<file path="config.mk">
export PLATFORM = sky130hd
export DESIGN_NAME = fa_serial_ctrl
export DESIGN_NICKNAME = d
export VERILOG_FILES = /design/src/rtl/fa_serial_ctrl_pkg.sv /design/src/rtl/fa_4bit.sv /design/src/rtl/fa_serial_ctrl.sv
export SDC_FILE = /design/constraint.sdc
export NUM_CORES = 1
export LEC_CHECK = 0
export CORE_MARGIN = 2
export CORE_UTILIZATION = 55
export DETAILED_ROUTE_END_ITERATION = 10
export PLACE_DENSITY = 0.93
export SLEW_MARGIN = 25
export SYNTH_ARGS = -nofsm -noshare
export SYNTH_HDL_FRONTEND = slang
export SYNTH_HIERARCHICAL = 1
export SYNTH_SLANG_ARGS = --single-unit
</file>
<file path="constraint.sdc">
create_clock -name clk -period 8.4 [get_ports clk]
set_input_delay 2.1 -clock clk [delete_from_list [all_inputs] [get_ports clk]]
set_output_delay 2.1 -clock clk [all_outputs]
set_load 0.01 [all_outputs]
</file>
<file path="src/rtl/fa_serial_ctrl_pkg.sv">
// Shared constants and types for the nibble-serial adder sequencer.
package fa_serial_ctrl_pkg;
  localparam int NIBBLE_W = 4;

  typedef enum logic [1:0] {
    ST_IDLE = 2'd0,
    ST_RUN  = 2'd1,
    ST_DONE = 2'd2
  } state_t;

  // One nibble's worth of work handed to the adder slice
  typedef struct packed {
    logic [NIBBLE_W-1:0] a;
    logic [NIBBLE_W-1:0] b;
    logic                ci;
  } fa_req_t;

  typedef struct packed {
    logic [NIBBLE_W-1:0] s;
    logic                co;
  } fa_rsp_t;
endpackage

</file>
<file path="src/rtl/fa_4bit.sv">
// 4-bit ripple-carry full adder slice; purely combinational.
module fa_4bit
  import fa_serial_ctrl_pkg::*;
(
  input  fa_req_t req,
  output fa_rsp_t rsp
);
  logic [NIBBLE_W:0] c;

  assign c[0] = req.ci;

  // Bit-level ripple chain
  for (genvar i = 0; i < NIBBLE_W; i++) begin : g_bit
    assign rsp.s[i] = req.a[i] ^ req.b[i] ^ c[i];
    assign c[i+1]   = (req.a[i] & req.b[i]) | (c[i] & (req.a[i] ^ req.b[i]));
  end

  assign rsp.co = c[NIBBLE_W];
endmodule

</file>
<file path="src/rtl/fa_serial_ctrl.sv">
// Sequencer that walks a WIDTH-bit add/sub through one 4-bit adder, LSB nibble first.
module fa_serial_ctrl
  import fa_serial_ctrl_pkg::*;
#(
  parameter int NIBBLES = 4,
  localparam int WIDTH  = NIBBLE_W * NIBBLES
) (
  input  logic             clk,
  input  logic             rst_n,
  input  logic             start,
  input  logic             sub,
  input  logic [WIDTH-1:0] a,
  input  logic [WIDTH-1:0] b,
  output logic             busy,
  output logic             done,
  output logic [WIDTH-1:0] sum,
  output logic             cout,
  output logic             ovf
);
  localparam int IDXW = (NIBBLES > 1) ? $clog2(NIBBLES) : 1;
  localparam logic [IDXW-1:0] LAST = IDXW'(NIBBLES - 1);

  state_t state, state_nx;

  logic [NIBBLES-1:0][NIBBLE_W-1:0] op_a, op_b, sum_r;
  logic [IDXW-1:0]                  idx;
  logic                             carry;
  logic                             last;
  fa_req_t                          fa_req;
  fa_rsp_t                          fa_rsp;

  assign last = (idx == LAST);

  // Feed the adder from the nibble currently selected by idx
  always_comb begin
    fa_req    = '0;
    fa_req.a  = op_a[idx];
    fa_req.b  = op_b[idx];
    fa_req.ci = carry;
  end

  fa_4bit u_fa (
    .req (fa_req),
    .rsp (fa_rsp)
  );

  // State register
  always_ff @(posedge clk or negedge rst_n) begin
    if (!rst_n) state <= ST_IDLE;
    else        state <= state_nx;
  end

  // Next-state logic; DONE always returns to IDLE so start there is ignored
  always_comb begin
    state_nx = state;
    case (state)
      ST_IDLE: if (start) state_nx = ST_RUN;
      ST_RUN:  if (last)  state_nx = ST_DONE;
      ST_DONE: state_nx = ST_IDLE;
      default: state_nx = ST_IDLE;
    endcase
  end

  // Operand capture, per-nibble result/carry update and final flags
  always_ff @(posedge clk or negedge rst_n) begin
    if (!rst_n) begin
      op_a  <= '0;
      op_b  <= '0;
      sum_r <= '0;
      idx   <= '0;
      carry <= 1'b0;
      cout  <= 1'b0;
      ovf   <= 1'b0;
    end else begin
      case (state)
        ST_IDLE: if (start) begin
          op_a  <= a;
          op_b  <= sub ? ~b : b;   // A-B computed as A + ~B + 1
          carry <= sub;
          idx   <= '0;
        end
        ST_RUN: begin
          sum_r[idx] <= fa_rsp.s;
          carry      <= fa_rsp.co;
          if (last) begin
            cout <= fa_rsp.co;
            // carry into MSB (a^b^s) differs from carry out -> overflow
            ovf  <= op_a[idx][NIBBLE_W-1] ^ op_b[idx][NIBBLE_W-1] ^ fa_rsp.s[NIBBLE_W-1] ^ fa_rsp.co;
          end else begin
            idx <= idx + 1'b1;
          end
        end
        default: ;
      endcase
    end
  end

  assign busy = (state != ST_IDLE);
  assign done = (state == ST_DONE);
  assign sum  = sum_r;
endmodule

</file>
# Word level (Yosys, flattened, before mapping)
# Cells that the tools add are included.
# word_totals
in_bits	36
wordCells	74
output_inout_bits	20
register_bits	55
# classes
n_reduce_logical	9
eq_ne	6
n_mux	16
n_lt_le_gt_ge	2
bitwise_logic	23
n_addsub	1
# op_table
op	count
binary-select mux 4 bit (select 2 bit)	2
bitwise mux 16 bit	1
2-to-1 mux 16 bit	1
inverter 16 bit	1
2-to-1 mux 4 bit	3
XOR 1 bit	10
bitwise AND 1 bit	8
demux 4 bit (select 2 bit)	1
2-to-1 mux 2 bit	4
case mux 2 bit (2 select lines)	2
AND reduction 2 bit	4
inequality test 2 bit (second input constant)	3
== test 2 bit (second input constant)	2
OR 1 bit	4
nonzero test 2 bit	2
< comparator 2 x 3 -> 1 bit (second input constant)	1
AND reduction 3 bit	1
adder 2 x 1 -> 2 bit (second input constant)	1
== test 2 x 1 -> 1 bit (second input constant)	1
>= comparator 2 x 1 -> 1 bit (second input constant)	1
zero test 2 bit	1
case mux 1 bit (2 select lines)	1
logical AND 1 bit	1
2-to-1 mux 1 bit	1

# Logic depth before layout (Yosys ltp)
# logic_depth
ltp_word	12
ltp_mapped	13
mapped_depth_nobuf	12

# Cells and area by module
# Netlist, hierarchy kept.
# by_module_without_submodules
module	area_each_um2	instances	cells_per_inst	seq_area_each_um2
fa_serial_ctrl	2528.7	1	187	1376.3
fa_4bit	117.6	1	14	0.0

# Least setup slack after synthesis
# No wires, ideal clock.
# synth_path
kind	flip-flop to flip-flop
startpoint	register idx[0]
endpoint	register ovf
slack_ns	5.188
t_arrival_ns	3.133
setup_time_ns	0.079
required_time_ns	8.321
n_path_buf	1
path_stages_with_launch	14
period_less_slack_ns	3.212
path_cell_list	dfrtp_1 > buf_6 > mux4_1 > fa_1 > inv_1 > fa_1 > inv_1 > fa_1 > inv_1 > fa_1 > inv_1 > xor2_1 > xnor3_1 > o21ai_1
# synth_lines
item	line	source
start, declared	fa_serial_ctrl.sv:26	logic [IDXW-1:0] idx;
start signal, assigned	fa_serial_ctrl.sv:90	idx <= idx + 1'b1;
end signal, assigned	fa_serial_ctrl.sv:88	ovf <= op_a[idx][NIBBLE_W-1] ^ op_b[idx][NIBBLE_W-1] ^ fa_rsp.s[NIBBLE_W-1] ^ fa_rsp.co;
end, declared	fa_serial_ctrl.sv:18	output logic ovf

==> results.py <==
metrics = {
    "status": {
        "status": "finished, final reports clean",
    },
    "finish": {
        "multiInputGateArea_sq_um": 1160,
        "fin_area_sq_um": 3310,
        "layout_common_cells": "55 x dfrtp_1, 54 x clkdlybuf4s50_1, 34 x mux2_2",
        "final_common_cell": "dfrtp_1",
        "fill_cells": 353,
        "drive_gt1_share_pct": 18.8,
        "area_growth_pct": 25.0,
        "n_antenna_cell": 0,
        "nNetsFinal": 299,
        "regArea_sq_um": 1380,
    },
    "clock_network": {
        "clk_latency_ps": 300,
        "clock-root-buffer": "clkbuf_8",
        "hold_buffers": 0,
        "path_clk_slew_ps": 90,
        "cts_tree": "yes",
        "htreeDepth": 2,
        "clockBufferDepth": 2,
        "clock-sinks": 55,
        "numCtsBuffers": 5,
        "cts-resized-gates": 0,
        "cts_setup_buffers": 0,
    },
    "floorplan": {
        "num_rows": 25,
        "die_h_um": 73.4,
        "die_w_um": 73.4,
        "pin_count": 56,
        "coreArea_sq_um": 4690,
        "die_area_sq_um": 5380,
        "start_util_pct": 56.4,
    },
    "sta": {
        "slew_headroom_pct": 38.5,
        "tns_ps": 0,
        "worst_pin_slew_ps": 920,
        "holdWs_ps": 504,
        "slew_violations": 0,
        "setup_violations": 0,
        "fin_skew_ps": 4.32,
        "fin_crit_ps": 3760,
        "fmax_mhz": 266,
        "fin_crit_sh_pct": 44.8,
        "rsz0062_at_grt": "no",
        "hold_viol_final": 0,
    },
    "yosys": {
        "synth_cells": 201,
        "synth.avg_cell_area_sq_um": 13.2,
        "synthesis.area_sq_um": 2650,
        "ys_ff_latch": 55,
        "netlist.area_leader.share_pct": 52.0,
        "yosys.area.top_type": "dfrtp_1",
        "ys_seq_area_share_pct": 52.0,
        "yosys-top-cells-area": "dfrtp_1 52%, mux2_2 14%, mux4_1 6.0%, xnor2_1 5.3%, a21oi_1 3.0%",
        "synth_nets": 245,
        "ys_types": 27,
        "yosys_warnings": 6,
    },
    "placed_design": {
        "gp_congestion": 0.762,
        "io_buffers": 55,
        "dp_hpwl_mm": 3.70,
        "dpl_cell_area_sq_um": 3230,
    },
    "routing": {
        "dr.first_iter.drc_count": 150,
        "vias": 1706,
        "routed_wl_mm": 5.00,
        "wl_per_cell_um": 16.1,
        "drc": 0,
        "ant_nets": 0,
        "drt-pass1-iter-count": 4,
        "vias_per_cell": 5.50,
    },
    "global_route": {
        "grt.overflow.total": 0,
        "busiest_layer": "met2",
        "grt_start_max_net_pins": 56,
        "grt_pass1_wl_mm": 8.49,
        "track_usage_pct": 20.8,
        "use_met3_pct": 4.39,
        "grt_use_met2_pct": 36.4,
        "grt_use_met1_pct": 24.7,
        "grt_pass1_vias": 1871,
        "antenna_found_initial": 0,
    },
    "pwr": {
        "power.density_nw_per_um2": 431,
        "power_leakage_nw": 1.40,
        "ir_drop_v": 0.000221,
    },
    "critical_path": {
        "cp.arrival_ps": 3990,
        "cp-start-kind": "flop",
        "required_ps": 8630,
        "critPathMaxFanout": 12,
        "setup.worst_path.end_class": "flop",
        "criticalPathCategory": "reg -> reg",
    },
    "job": {
        "maxCapViolations": 0,
    },
    "min_path": {
        "hold_path.class": "reg -> reg",
    },
}
## cell families after synthesis
group | share of synthesized area [%]
and+or+nand+nor | 4.73
xor gates and xnor gates | 6.48
buffers and inverters | 4.21
DFF | 52.0
muxes | 22.5
AOI/OAI and AO/OA | 5.15
adders and majority gates | 4.92
## power breakdown
| group | internal [W] | total, W | switching [W] |
|---|---|---|---|
| clock | 0.0000587 | 0.000138 | 0.0000796 |
| combinational | 0.000428 | 0.000782 | 0.000354 |
| sequential | 0.000403 | 0.000503 | 0.0000998 |
| total | 0.000891 | 0.00142 | 0.000533 |
## routing by layer
metal  up-vias  wire (um)
li1        791          -
met1       843       1990
met2        60       2710
met3        12        194
met4         0        107
met5         -          0
## layout make-up
class | instances | area share, %
Inverter | 15 | 1.70
Sequential cell | 55 | 41.6
Tap cell | 54 | 2.04
Clock buffer | 7 | 2.31
Timing Repair Buffer | 57 | 17.0
Clock inverter | 1 | 0.151
Multi-Input combinational cell | 121 | 35.2
## final timing paths
check / from / end / slack, ps / cells after the start
max in group asynchronous: rst_n / op_a[8]$_DFFE_PN0P_ / 6040 / 2
setup reg to reg: idx[0]$_DFFE_PN0P_ / ovf$_DFFE_PN0P_ / 4640 / 12
setup / recovery: idx[0]$_DFFE_PN0P_ / ovf$_DFFE_PN0P_ / 4640 / 12
hold / removal: ovf$_DFFE_PN0P_ / ovf$_DFFE_PN0P_ / 500 / 2
min in group asynchronous: rst_n / sum[6]$_DFFE_PN0P_ / 1920 / 2
hold reg to reg: ovf$_DFFE_PN0P_ / ovf$_DFFE_PN0P_ / 500 / 2
## through the flow
stage          power (W)  utilization (%)  std cells  worst slack, ps
6_report         0.00142             70.5        310             4640
5_1_grt          0.00154             70.5        310             4420
4_1_cts          0.00143             70.5        310             4620
3_5_place_dp     0.00129             68.7        302             4570
3_3_place_gp     0.00123             68.7        302             4630
2_1_floorplan    0.00102                -        201             5190
## cell usage after synthesis (all sizes together)
library cell / number
dfrtp: 55
mux2: 34
nor2: 19
a21oi: 16
xnor2: 16
inv: 15
buf: 9
mux4: 8
fa: 4
ha: 4
nand2: 4
a22o: 3
o21ai: 3
nor2b: 2
a22oi: 1
a31oi: 1
clkbuf: 1
mux2i: 1
nand3b: 1
nor3b: 1
or2: 1
xnor3: 1
xor2: 1
## critical path, cell delays in order (launching register included)
cell and delay (ps):
dfrtp_1 730, mux4_1 690, fa_1 400, inv_1 70, fa_1 160, inv_1 50
fa_1 370, inv_1 100, fa_1 430, inv_1 160, xor2_1 180, xnor3_1 230
o21ai_1 110
## sequential cells by signal, indices dropped and copies added (netlist names)
| signal | count |
|---|---|
| state | 2 |
| op_b | 16 |
| op_a | 16 |
| cout | 1 |
| sum | 16 |
| idx | 2 |
| carry | 1 |
| ovf | 1 |
Power figures use the tool's default switching activity.
